**src/rtl/uart_rx.sv**
```systemverilog
// uart_rx: 8N1 serial receiver with a small receive FIFO and a valid/ready
// read port. Framing errors and FIFO overruns are reported as one-cycle pulses.
module uart_rx #(
    parameter int FREQ_HZ    = 25_000_000,
    parameter int BAUDS      = 115200,
    parameter int FIFO_DEPTH = 4
) (
    input  logic       clk,
    input  logic       reset_i,
    input  logic       rx_i,
    output logic [7:0] rdata_o,
    output logic       rvalid_o,
    input  logic       rready_i,
    output logic       frame_err_o,
    output logic       overrun_o
);

    localparam int CLKS_PER_BIT = FREQ_HZ / BAUDS;
    localparam int CW           = $clog2(CLKS_PER_BIT);
    localparam int AW           = $clog2(FIFO_DEPTH);

    localparam logic [CW-1:0] CNT_ZERO = {CW{1'b0}};
    localparam logic [CW-1:0] CNT_ONE  = CW'(1);
    localparam logic [CW-1:0] CNT_MAX  = CW'(CLKS_PER_BIT - 1);
    localparam logic [CW-1:0] CNT_HALF = CW'(CLKS_PER_BIT / 2 - 1);
    localparam logic [AW-1:0] PTR_ZERO = {AW{1'b0}};
    localparam logic [AW-1:0] PTR_ONE  = AW'(1);
    localparam logic [AW:0]   CNT0     = {(AW+1){1'b0}};
    localparam logic [AW:0]   CNT1     = (AW+1)'(1);
    localparam logic [AW:0]   FULL_CNT = (AW+1)'(FIFO_DEPTH);

    typedef enum logic [2:0] {
        ST_IDLE  = 3'd0,
        ST_START = 3'd1,
        ST_DATA  = 3'd2,
        ST_STOP  = 3'd3,
        ST_BREAK = 3'd4
    } state_t;

    logic [1:0]    sync_r;
    logic          rx_s;
    state_t        state_r;
    logic [CW-1:0] cnt_r;
    logic [2:0]    bit_idx_r;
    logic [7:0]    shift_r;
    logic          frame_err_r;

    logic [7:0]    mem_r [FIFO_DEPTH];
    logic [AW-1:0] wr_ptr_r;
    logic [AW-1:0] rd_ptr_r;
    logic [AW:0]   count_r;
    logic          overrun_r;

    logic          push_s;
    logic          pop_s;
    logic          full_s;
    logic          push_ok_s;

    assign rx_s = sync_r[1];

    // Two-flop synchroniser bringing the asynchronous line into the clk domain.
    always_ff @(posedge clk or posedge reset_i) begin
        if (reset_i) begin
            sync_r <= 2'b11;
        end else begin
            sync_r <= {sync_r[0], rx_i};
        end
    end

    // Frame decoder: start validation, mid-bit data sampling, stop check, break hold-off.
    always_ff @(posedge clk or posedge reset_i) begin
        if (reset_i) begin
            state_r     <= ST_IDLE;
            cnt_r       <= CNT_ZERO;
            bit_idx_r   <= 3'd0;
            shift_r     <= 8'h00;
            frame_err_r <= 1'b0;
        end else begin
            frame_err_r <= 1'b0;
            case (state_r)
                ST_IDLE: begin
                    cnt_r <= CNT_ZERO;
                    if (!rx_s) begin
                        state_r <= ST_START;
                    end
                end
                ST_START: begin
                    if (cnt_r == CNT_HALF) begin
                        cnt_r <= CNT_ZERO;
                        if (!rx_s) begin
                            state_r   <= ST_DATA;
                            bit_idx_r <= 3'd0;
                        end else begin
                            state_r <= ST_IDLE;
                        end
                    end else begin
                        cnt_r <= cnt_r + CNT_ONE;
                    end
                end
                ST_DATA: begin
                    if (cnt_r == CNT_MAX) begin
                        cnt_r   <= CNT_ZERO;
                        shift_r <= {rx_s, shift_r[7:1]};
                        if (bit_idx_r == 3'd7) begin
                            state_r <= ST_STOP;
                        end else begin
                            bit_idx_r <= bit_idx_r + 3'd1;
                        end
                    end else begin
                        cnt_r <= cnt_r + CNT_ONE;
                    end
                end
                ST_STOP: begin
                    if (cnt_r == CNT_MAX) begin
                        cnt_r <= CNT_ZERO;
                        if (rx_s) begin
                            state_r <= ST_IDLE;
                        end else begin
                            frame_err_r <= 1'b1;
                            state_r     <= ST_BREAK;
                        end
                    end else begin
                        cnt_r <= cnt_r + CNT_ONE;
                    end
                end
                ST_BREAK: begin
                    cnt_r <= CNT_ZERO;
                    if (rx_s) begin
                        state_r <= ST_IDLE;
                    end
                end
                default: begin
                    state_r <= ST_IDLE;
                    cnt_r   <= CNT_ZERO;
                end
            endcase
        end
    end

    // A good stop bit hands the assembled byte to the FIFO in the sampling cycle.
    assign push_s    = (state_r == ST_STOP) && (cnt_r == CNT_MAX) && rx_s;
    assign pop_s     = (count_r != CNT0) && rready_i;
    assign full_s    = (count_r == FULL_CNT);
    assign push_ok_s = push_s && (!full_s || pop_s);

    // Receive FIFO; a push into a full FIFO survives only if a pop frees a slot the same cycle.
    always_ff @(posedge clk or posedge reset_i) begin
        if (reset_i) begin
            wr_ptr_r  <= PTR_ZERO;
            rd_ptr_r  <= PTR_ZERO;
            count_r   <= CNT0;
            overrun_r <= 1'b0;
            for (int i = 0; i < FIFO_DEPTH; i++) begin
                mem_r[i] <= 8'h00;
            end
        end else begin
            overrun_r <= push_s && full_s && !pop_s;
            if (push_ok_s) begin
                mem_r[wr_ptr_r] <= shift_r;
                wr_ptr_r        <= wr_ptr_r + PTR_ONE;
            end
            if (pop_s) begin
                rd_ptr_r <= rd_ptr_r + PTR_ONE;
            end
            case ({push_ok_s, pop_s})
                2'b10:   count_r <= count_r + CNT1;
                2'b01:   count_r <= count_r - CNT1;
                default: count_r <= count_r;
            endcase
        end
    end

    assign rdata_o     = mem_r[rd_ptr_r];
    assign rvalid_o    = (count_r != CNT0);
    assign frame_err_o = frame_err_r;
    assign overrun_o   = overrun_r;

endmodule

```
**config.mk**
```make
export PLATFORM = sky130hd
export DESIGN_NAME = uart_rx
export DESIGN_NICKNAME = d
export VERILOG_FILES = /design/src/rtl/uart_rx.sv
export SDC_FILE = /design/constraint.sdc
export NUM_CORES = 1
export LEC_CHECK = 0
export ABC_AREA = 1
export BUFFER_PORTS_ARGS = -buffer_cell sky130_fd_sc_hd__buf_2
export CELL_PAD_IN_SITES_DETAIL_PLACEMENT = 2
export CELL_PAD_IN_SITES_GLOBAL_PLACEMENT = 2
export CORE_ASPECT_RATIO = 1.75
export CORE_MARGIN = 2
export CORE_UTILIZATION = 38
export CTS_CLUSTER_SIZE = 30
export DETAILED_ROUTE_END_ITERATION = 10
export HOLD_SLACK_MARGIN = 0.08
export PLACE_DENSITY_LB_ADDON = 0.1
export SLEW_MARGIN = 20
export SYNTH_ARGS = -nofsm -noshare
export SYNTH_HDL_FRONTEND = slang
export SYNTH_SLANG_ARGS = --single-unit
```
**constraint.sdc**
```tcl
create_clock -name clk -period 2.8 [get_ports clk]
set_input_delay 0.56 -clock clk [delete_from_list [all_inputs] [get_ports clk]]
set_output_delay 0.56 -clock clk [all_outputs]
set_load 0.01 [all_outputs]
```
-- Word-level counts from Yosys, hierarchy flattened
Cells that the tools add are included.
- bits in registers: 65
- output and inout bits: 11
- add/sub/neg operators: 6
- $lt $le $gt $ge: 3
- eq/ne operators: 18
- mux-type cells: 27
- bitwise logic cells: 2
- reduce and logical (&&, ||, !) cells: 18
- operator list (cell ; number):
    $mux 8 ; 5
    $mux 3 ; 11
    $bwmux 32 ; 1
    $bmux 8 s2 ; 1
    $demux 8 s2 ; 1
    $ne 2x2->1 const B ; 8
    $pmux 8 s2 ; 1
    $pmux 3 s5 ; 1
    $pmux 3 s2 ; 2
    $eq 3x3->1 const B ; 3
    $add 8x1->8 const B ; 1
    $eq 8x7->1 const B ; 1
    $eq 8x8->1 const B ; 1
    $logic_and 1x1->1 ; 7
    $add 3x1->3 const B ; 2
    $eq 3x2->1 const B ; 2
    $ge 3x3->1 const B ; 2
    $not 2->3 ; 2
    $reduce_and 6->1 ; 1
    $reduce_and 5->1 ; 1
    $add 2x1->2 const B ; 2
    $reduce_bool 2->1 ; 2
    $eq 3x1->1 const B ; 1
    $logic_not 3->1 ; 1
    other kinds (11) ; 14

-- Longest topological paths before layout
- depth in word-level cells: 6
- mapped depth: 13
- gate-level depth less buffers: 13

-- Worst setup path after synthesis
OpenSTA, ideal clock, no wires.
- path type: input-to-reg
- from: input port rready_i
- to: register count_r[2]
- library setup time: 131 ps
- arrival: 1984 ps
- setup slack: 686 ps
- cell stages on the path: 9
- path buffers: 0
- path through: inv_1 nand3_2 nand2_1 ha_1 inv_1 fa_1 a21oi_1 o21ai_0 xor2_1
- longest elaborated chain between the ends: 5
- elaborated cells on any way between the ends: 7
- those cells by class: 2 x eq/ne; 1 x mux; 4 x reduce/logical
- ends and longest elaborated chain (element ; line ; source):
    start: declaration ; 13 ; input logic rready_i,
    $logic_and 1x1->1 (*) ; 142 ; assign pop_s = (count_r != CNT0) && rready_i;
    $logic_or 1x1->1 ; 144 ; assign push_ok_s = push_s && (!full_s || pop_s);
    $logic_and 1x1->1 ; 144 ;
    $eq 2x1->1 / $eq 2x2->1 (equally long branches) ; 165 ; case ({push_ok_s, pop_s})
    $pmux 3 s2 / $reduce_bool 2->1 (equally long branches) ; -- ;
    end signal: assignment ; 166 ; 2'b10: count_r <= count_r + CNT1;
    end signal: assignment ; 167 ; 2'b01: count_r <= count_r - CNT1;
    end signal: assignment ; 168 ; default: count_r <= count_r;
    end: declaration ; 51 ; logic [AW:0] count_r;
Every way passes the cells marked *; elsewhere a longest branch is shown, timed or not.
A chain may end at the register's enable or synchronous reset.

-- Worst setup path in the final report
- from: register cnt_r[0]
- to: register count_r[2]
- longest elaborated chain between the ends: 6
- elaborated cells on any way between the ends: 8
- those cells by class: 3 x eq/ne; 1 x mux; 4 x reduce/logical
- ends and longest elaborated chain (element ; line ; source):
    start: declaration ; 43 ; logic [CW-1:0] cnt_r;
    start signal: assignment ; 97 ; cnt_r <= cnt_r + CNT_ONE;
    start signal: assignment ; 110 ; cnt_r <= cnt_r + CNT_ONE;
    start signal: assignment ; 123 ; cnt_r <= cnt_r + CNT_ONE;
    $eq 8x8->1 (*) ; 141 ; assign push_s = (state_r == ST_STOP) && (cnt_r == CNT_MAX) && rx_s;
    $logic_and 1x1->1 (*) (2 in a row) ; 141 ;
    $logic_and 1x1->1 (*) ; 144 ;
    $eq 2x1->1 / $eq 2x2->1 (equally long branches) ; 165 ;
    $pmux 3 s2 / $reduce_bool 2->1 (equally long branches) ; -- ;
Marked as above.

==> impl_metrics.ini <==
[run_status]
outcome = finished clean

[worst_setup_path]
critPathKind = register to register
endpoint_kind = register
critPathLaunchType = register
path_cells = inv_1, ha_1, inv_1, nor2_1, nand2_2, nor2_8, nand2_1, ha_1, inv_1, fa_1, a21oi_1, o21ai_0, xor2_1
crit_fanout = 7
rr_worst_depth = 13
cp_top_family = adder cells
rrSetupSlack_ns = 0.46
rr_startpoint = cnt_r[0]$_DFF_PP0_
cp_common_cell = inv_1
worstSetupStartpoint = cnt_r[0]$_DFF_PP0_
rr_endpoint = count_r[2]$_DFFE_PP0P_
crit_path_max_incr_delay_ns = 0.39
crit_path_top_delay_cell = dfrtp_1
cp.required_ns = 3.00
path_buf_inv = 3
cp_data_arrival_time_ns = 2.55

[drt]
num_vias = 2365
antenna_left = 0
drt_iter0_drc = 83
wl_per_cell_um = 16.7
firstDrtPassIters = 4
drc = 0
via_per_inst = 5.22
wirelength_um = 7580

[logic_synthesis]
synth_area_um2 = 3110
ys_seq_area_frac = 0.524
synth.area.mux_share = 0
synth_fa_ha_area_frac = 0.0427
avgSynthCellArea_um2 = 9.20
syn_inst = 338
syn_nets = 352
synth_compound_area_frac = 0.147
synth-xor-area-share = 0.0254
synth_simple_gate_area_frac = 0.196
yosysWarnings = 0
synth_top_family_by_area = simple AND/OR/NAND/NOR gates
synth_cell_type_count = 29
ys_seq_elements = 65

[placement]
place_congestion = 0.777
dp_cells = 437
dpl_cell_area_um2 = 3260
io_buffer_count = 14
dp_hpwl_um = 5300

[sta]
period_share = 0.837
finalHoldViolations = 0
finClkSkew_ns = 0.00640
slew_viol_final = 0
min_period_ns = 2.34
max_freq_mhz = 427
max-slew-margin-rel = 0.608
setup-violations-final = 0
tightest_slew_ns = 0.587
holdWs_ns = 0.293
rsz0062_at_grt = false
setup-tns-final_ns = 0

[floorplanning]
rows = 43
top_level_ports = 15
die_w_um = 72.4
die_h_um = 124
dieArea_um2 = 8950
core_um2 = 7910
initial_core_util = 0.393

[power]
p_per_area_nw_per_um2 = 777
ir_worst_vdd_uv = 327
leakage_nw = 1.69

[grt]
grt_max_degree = 41
grt_pass1_wl_um = 12900
grt_util_all_layers = 0.194
grt_pass1_vias = 2726
antenna_found_initial = 0
grt_overflow = 0

[clocking]
root_buffer = clkbuf_16
numCtsBuffers = 9
htreeDepth = 3
cts_buffer_depth = 2
cts.clk_slew.worst_paths_ns = 0.05
clk_latency_ns = 0.33
cts_tree = built
cts_resized = 0
cts_hold_buf = 0
cts_sinks = 65
post_cts_buffers = 0

[final_layout]
final_common_cell = nand2_1
drive_gt1_frac = 0.163
fin_cells = 453
n_fill_cell = 861
design_area_um2 = 3570
diodes = 0
post-route-util = 0.452
layout_common_cells = 73 x nand2_1, 63 x dfrtp_1, 35 x inv_1
nets = 372
areaGrowthSynthToFinish_pct = 15.0

[hold_path]
hold_class = primary input to async pin

[flow_run]
drv_cap = 0
routing by layer:
| metal | vias up | GRT usage | part of all wire |
|---|---|---|---|
| met4 | 0 | 0.0743 | 0.017 |
| met5 | - | 0 | 0 |
| met3 | 10 | 0.0461 | 0.022 |
| met1 | 1194 | 0.193 | 0.38 |
| li1 | 1137 | - | - |
| met2 | 24 | 0.376 | 0.58 |
registers in the layout, summed over array words and instances, names as in the netlist, 2 cells and up:
register and count:
sync_r 2, shift_r 8, state_r 3, wr_ptr_r 2
rd_ptr_r 2, bit_idx_r 3, cnt_r 8, count_r 3
mem_r 32
power breakdown:
part           switching [W]  internal [W]  total (W)
sequential         0.0000279      0.000983    0.00101
clock               0.000389      0.000761    0.00115
combinational       0.000400      0.000215   0.000615
total               0.000817       0.00196    0.00278
layout make-up:
cell class              instances  area, um^2  share of cell area
flip-flops and latches         65        1630               0.456
multi-input cells             228        1280               0.357
clock buffers                  14         274              0.0767
inverters                      37         140              0.0392
well taps                      90         113              0.0315
repair buffers                 17         105              0.0294
clock inverters                 2        35.0             0.00980
kinds of logic (layout without fill, tap and decap cells):
| family | after synthesis | count (layout) |
|---|---|---|
| AND/OR/NAND/NOR | 131 | 131 |
| AO/OA/AOI/OAI | 78 | 78 |
| flip-flops | 65 | 65 |
| buffers and inverters | 45 | 70 |
| adder cells (fa/ha/maj) | 10 | 10 |
| XOR/XNOR | 9 | 9 |
worst max path at each step:
stage / slack, ns / endpoint / depth (start not counted)
final: 0.46 / count_r[2]$_DFFE_PP0P_ / 13
after CTS: 0.43 / count_r[2]$_DFFE_PP0P_ / 13
after global placement: 0.47 / count_r[2]$_DFFE_PP0P_ / 10
after floorplan: 0.62 / bit_idx_r[0]$_DFFE_PP0P_ / 1
after detailed placement: 0.40 / count_r[2]$_DFFE_PP0P_ / 10
after global routing: 0.28 / count_r[2]$_DFFE_PP0P_ / 9
Yosys cell counts (all sizes together):
cell type / count / area (um^2)
nand2: 75 / 292
nand3b: 2 / 15.0
dfrtp: 63 / 1580
xnor2: 1 / 8.76
o22ai: 8 / 50.1
clkinv: 1 / 5.00
o21a: 1 / 7.51
inv: 36 / 135
fa: 1 / 20.0
ha: 9 / 113
nor3: 3 / 15.0
or2: 1 / 6.26
a21oi: 4 / 23.8
buf: 5 / 50.0
nand3: 15 / 135
o21ai: 65 / 374
nor2: 35 / 148
dfstp: 2 / 52.6
xor2: 8 / 70.1
clkbuf: 3 / 11.3
metrics by stage:
step,setup slack [ns],power [W]
after floorplan,0.617,0.00141
after global placement,0.466,0.00164
after detailed placement,0.401,0.00166
after CTS,0.427,0.00283
after global routing,0.278,0.00293
final,0.457,0.00278
Power figures use the tool's default switching activity.
